--- src/rtl/code_burst_streamer.sv ---
// Samples an upstream code word on start and streams BURST_LEN beats
// (code, code+STEP, ...) on a valid/ready interface, then pulses done_o.
module code_burst_streamer #(
    parameter int unsigned WIDTH     = 2,
    parameter int unsigned BURST_LEN = 4,
    parameter int unsigned STEP      = 1
) (
    input  logic             clk,
    input  logic             rst,
    input  logic [WIDTH-1:0] code_i,
    input  logic             start_i,
    input  logic             ready_i,
    output logic [WIDTH-1:0] data_o,
    output logic             valid_o,
    output logic             last_o,
    output logic             busy_o,
    output logic             done_o
);

    localparam int unsigned CNT_W = $clog2(BURST_LEN + 1);
    localparam logic [CNT_W-1:0] LAST_CNT = CNT_W'(BURST_LEN - 1);
    localparam logic [WIDTH-1:0] STEP_W   = WIDTH'(STEP);

    typedef enum logic [1:0] {
        ST_IDLE = 2'd0,
        ST_SEND = 2'd1,
        ST_DONE = 2'd2
    } state_t;

    state_t           state_q, state_d;
    logic [CNT_W-1:0] cnt_q, cnt_d;
    logic [WIDTH-1:0] data_q, data_d;
    logic             valid_q, valid_d;
    logic             last_q, last_d;
    logic             busy_q, busy_d;
    logic             done_q, done_d;

    // Next-state and registered-output computation.
    always_comb begin
        state_d = state_q;
        cnt_d   = cnt_q;
        data_d  = data_q;
        valid_d = valid_q;
        last_d  = last_q;
        done_d  = 1'b0;
        busy_d  = busy_q;

        case (state_q)
            ST_IDLE: begin
                if (start_i) begin
                    state_d = ST_SEND;
                    cnt_d   = {CNT_W{1'b0}};
                    data_d  = code_i;
                    valid_d = 1'b1;
                    last_d  = (LAST_CNT == {CNT_W{1'b0}});
                end else begin
                    state_d = ST_IDLE;
                end
            end
            ST_SEND: begin
                // data_q always holds base + cnt*STEP, so advancing adds STEP.
                if (valid_q && ready_i) begin
                    if (cnt_q == LAST_CNT) begin
                        state_d = ST_DONE;
                        valid_d = 1'b0;
                        last_d  = 1'b0;
                        done_d  = 1'b1;
                    end else begin
                        cnt_d  = cnt_q + CNT_W'(1);
                        data_d = data_q + STEP_W;
                        last_d = ((cnt_q + CNT_W'(1)) == LAST_CNT);
                    end
                end else begin
                    state_d = ST_SEND;
                end
            end
            ST_DONE: begin
                state_d = ST_IDLE;
            end
            default: begin
                state_d = ST_IDLE;
                valid_d = 1'b0;
                last_d  = 1'b0;
            end
        endcase

        busy_d = (state_d != ST_IDLE);
    end

    // State and output registers with asynchronous reset.
    always_ff @(posedge clk or posedge rst) begin
        if (rst) begin
            state_q <= ST_IDLE;
            cnt_q   <= {CNT_W{1'b0}};
            data_q  <= {WIDTH{1'b0}};
            valid_q <= 1'b0;
            last_q  <= 1'b0;
            busy_q  <= 1'b0;
            done_q  <= 1'b0;
        end else begin
            state_q <= state_d;
            cnt_q   <= cnt_d;
            data_q  <= data_d;
            valid_q <= valid_d;
            last_q  <= last_d;
            busy_q  <= busy_d;
            done_q  <= done_d;
        end
    end

    assign data_o  = data_q;
    assign valid_o = valid_q;
    assign last_o  = last_q;
    assign busy_o  = busy_q;
    assign done_o  = done_q;

endmodule

--- config.mk ---
export PLATFORM = sky130hd
export DESIGN_NAME = code_burst_streamer
export DESIGN_NICKNAME = d
export VERILOG_FILES = /design/src/rtl/code_burst_streamer.sv
export SDC_FILE = /design/constraint.sdc
export NUM_CORES = 1
export LEC_CHECK = 0
export CAP_MARGIN = 15
export CORE_MARGIN = 2
export CORE_UTILIZATION = 35
export DETAILED_ROUTE_END_ITERATION = 10
export PLACE_DENSITY = 0.57
export SLEW_MARGIN = 15
export SYNTH_ARGS = -nofsm -noshare
export SYNTH_HDL_FRONTEND = slang
export SYNTH_SLANG_ARGS = --single-unit
--- constraint.sdc ---
create_clock -name clk -period 1.48 [get_ports clk]
set_input_delay 0.222 -clock clk [delete_from_list [all_inputs] [get_ports clk]]
set_output_delay 0.222 -clock clk [all_outputs]
set_load 0.02 [all_outputs]
==> results.json <==
{
  "outcome": "completed",
  "p_leak_uw": 0.000370,
  "slew_headroom_pct": 70.4,
  "drt-pass1-iter-count": 4,
  "rsz0062_at_grt": "no",
  "wl_met3_um": 45,
  "wl_met2_um": 568,
  "final.setup_skew_ns": 0.0122,
  "arrival_ns": 1.23,
  "p_per_area_nw_per_um2": 2010,
  "viasPerCell": 5.26,
  "final_hold_viol_count": 0,
  "synth_cell_type_count": 27,
  "worstPathCellList": "clkdlybuf4s50_1",
  "clockBufferDepth": 2,
  "clk_latency_ns": 0.28,
  "avgSynthCellArea_um2": 10.1,
  "die_area_um2": 2080,
  "grt_max_degree": 13,
  "htreeDepth": 1,
  "hp-class": "input port to asynchronous set/reset pin",
  "synth_enable_flop_cells": 0,
  "cts_tree": "built",
  "fp.dieW_um": 45.6,
  "synth_fa_ha_area_share_pct": 6.21,
  "num-fill-cells": 157,
  "area_growth_pct": 32.3,
  "fin_nets": 89,
  "cap_violations": 0,
  "post_drt_wl_per_cell_um": 12.8,
  "clk_pin_slew_worst_paths_ns": 0.08,
  "path_buf_inv": 1,
  "postSynthCellCount": 60,
  "wl_met1_um": 576,
  "cp.required_ns": 1.26,
  "max_stage_delay_ns": 0.60,
  "synthArstFlopShare_pct": 100,
  "drc": 0,
  "track_usage_pct": 14.0,
  "period_share_pct": 97.8,
  "vdd_drop_max_v": 0.000975,
  "crit_fanout": 2,
  "p_total_uw": 1610,
  "ios": 12,
  "yosys_warnings": 0,
  "gp_congestion": 0.766,
  "antenna_found_initial": 0,
  "cts-buffers-inserted": 3,
  "setup_violations": 0,
  "io_buffers": 11,
  "worst_pin_slew_ns": 0.444,
  "vias": 505,
  "syn-cell-area_um2": 604,
  "finalWorstSetupSlack_ns": 0.0325,
  "core_area_um2": 1670,
  "syn_nets": 69,
  "cts-hold-fix-buffers": 0,
  "path_class": "flop to output port",
  "top_layer_used": "met4",
  "synth_top_family_by_area": "simple AND/OR/NAND/NOR gates",
  "drt_wl_total_um": 1230,
  "final_util_pct": 47.9,
  "fmax_ghz": 0.691,
  "crit_family": "buffers and inverters",
  "slew_violations": 0,
  "ant_nets": 0,
  "grt_pass1_vias": 447,
  "dp_slack_ns": -0.0150,
  "detailed_place_hpwl_um": 844,
  "synth-seq-area-share_pct": 45.5,
  "fin_crit_ns": 1.45,
  "synthSimpleGateAreaFrac_pct": 21.1,
  "grt_pass1_wl_um": 1980,
  "drt-initial-drc-count": 17,
  "start_kind": "flop",
  "ys.flop_type": "dfrtp_1",
  "cts_sinks": 11,
  "cts_root_buf": "clkbuf_4",
  "grt-ovfl-total": 0,
  "synth.area.mux_share_pct": 0,
  "ys_ff_latch": 11,
  "synth_compound_area_share_pct": 18.2,
  "die_h_um": 45.6,
  "row_count": 15,
  "cpMaxStageDelayCell": "clkdlybuf4s50_1",
  "yosys.area_share.xor_xnor_pct": 0,
  "drive_gt1_share_pct": 17.7,
  "initial_core_util_pct": 36.2,
  "end_kind": "output port",
  "insertedDiodeCount": 0
}
[layout by cell type, fill, tap and decap left out, types with 2 or more instances in the layout]
| cell type | count |
|---|---|
| a21oi_1 | 2 |
| a2bb2oi_1 | 2 |
| nand4_1 | 2 |
| nand2_1 | 4 |
| clkdlybuf4s50_1 | 9 |
| nor2b_1 | 3 |
| clkbuf_4 | 3 |
| inv_1 | 7 |
| ha_1 | 2 |
| nand3_1 | 4 |
| dfrtp_1 | 11 |
| o32a_1 | 2 |
| buf_4 | 7 |
| o211ai_1 | 2 |
| dlygate4sd2_1 | 2 |
| nand3b_1 | 2 |
| nor2_1 | 2 |
[cell usage after synthesis, types with 2 or more instances]
library cell   n  area (um^2)
nand4_1        2         12.5
nor2_1         2         7.51
nor2b_1        3         18.8
o211ai_1       2         15.0
inv_1          7         26.3
nand3_1        4         20.0
a21oi_1        2         10.0
ha_1           3         37.5
o32a_1         2         20.0
a2bb2oi_1      2         17.5
dfrtp_1       11          275
nand2_1        4         15.0
nand3b_1       2         15.0
[sequential cells by signal (all words and copies together), names as in the netlist]
signal and count:
busy_o 1, cnt_q 3, data_o 2, done_o 1, last_o 1, state_q 2
valid_o 1
[repair_timing]
| item | in CTS | in global routing |
|---|---|---|
| setup buffers | 1 | 2 |
| gates resized for setup | 3 | 0 |
| setup endpoints to repair | 3 | 1 |
| pin swaps | 0 | 0 |
[report_power, final]
part           switching (uW)  internal [uW]
clock                     116            105
sequential                104            422
combinational             415            447
total                     635            974
[layer usage]
| metal | vias up | global-route usage [%] |
|---|---|---|
| li1 | 251 | - |
| met1 | 234 | 18.6 |
| met2 | 16 | 19.2 |
| met3 | 4 | 2.38 |
| met4 | 0 | 12.4 |
| met5 | - | 0 |
[area by class of cell]
| type | count | area (um^2) | area share [%] |
|---|---|---|---|
| flip-flops and latches | 11 | 275 | 34.4 |
| repair buffers | 18 | 160 | 20.0 |
| well taps | 17 | 21.3 | 2.66 |
| inverters | 8 | 30.0 | 3.76 |
| clock buffers | 4 | 26.3 | 3.29 |
| multi-input cells | 38 | 287 | 35.8 |
[kinds of logic after synthesis]
family | Yosys count
AND/OR/NAND/NOR | 21
AO/OA/AOI/OAI | 14
buffers and inverters | 11
flip-flops | 11
adder cells (fa/ha/maj) | 3
[path summary, 6_finish.rpt]
kind,slack [ns],to,cells past startpoint,startpoint
worst max-delay path,0.03,last_o,1,last_o$_DFFE_PP0P_
worst min-delay path,0.23,data_o[0]$_DFFE_PP0P_,2,rst
worst max register to register,0.05,data_o[0]$_DFFE_PP0P_,5,cnt_q[0]$_DFFE_PP0P_
worst min register to register,0.52,data_o[1]$_DFFE_PP0P_,1,data_o[1]$_DFFE_PP0P_
max in group asynchronous,0.93,data_o[1]$_DFFE_PP0P_,2,rst
min in group clk,0.52,data_o[1]$_DFFE_PP0P_,1,data_o[1]$_DFFE_PP0P_
[metrics by stage]
step	instances	TNS, ns	hold WS [ns]	cell area (um^2)
final	96	0	0.230	800
after global placement	89	0	0.509	751
after CTS	94	0	0.250	785
after global routing	96	0	0.287	800
after detailed placement	89	-0.0150	0.507	751
after floorplan	60	0	0.0744	613
Power figures use the tool's default switching activity.
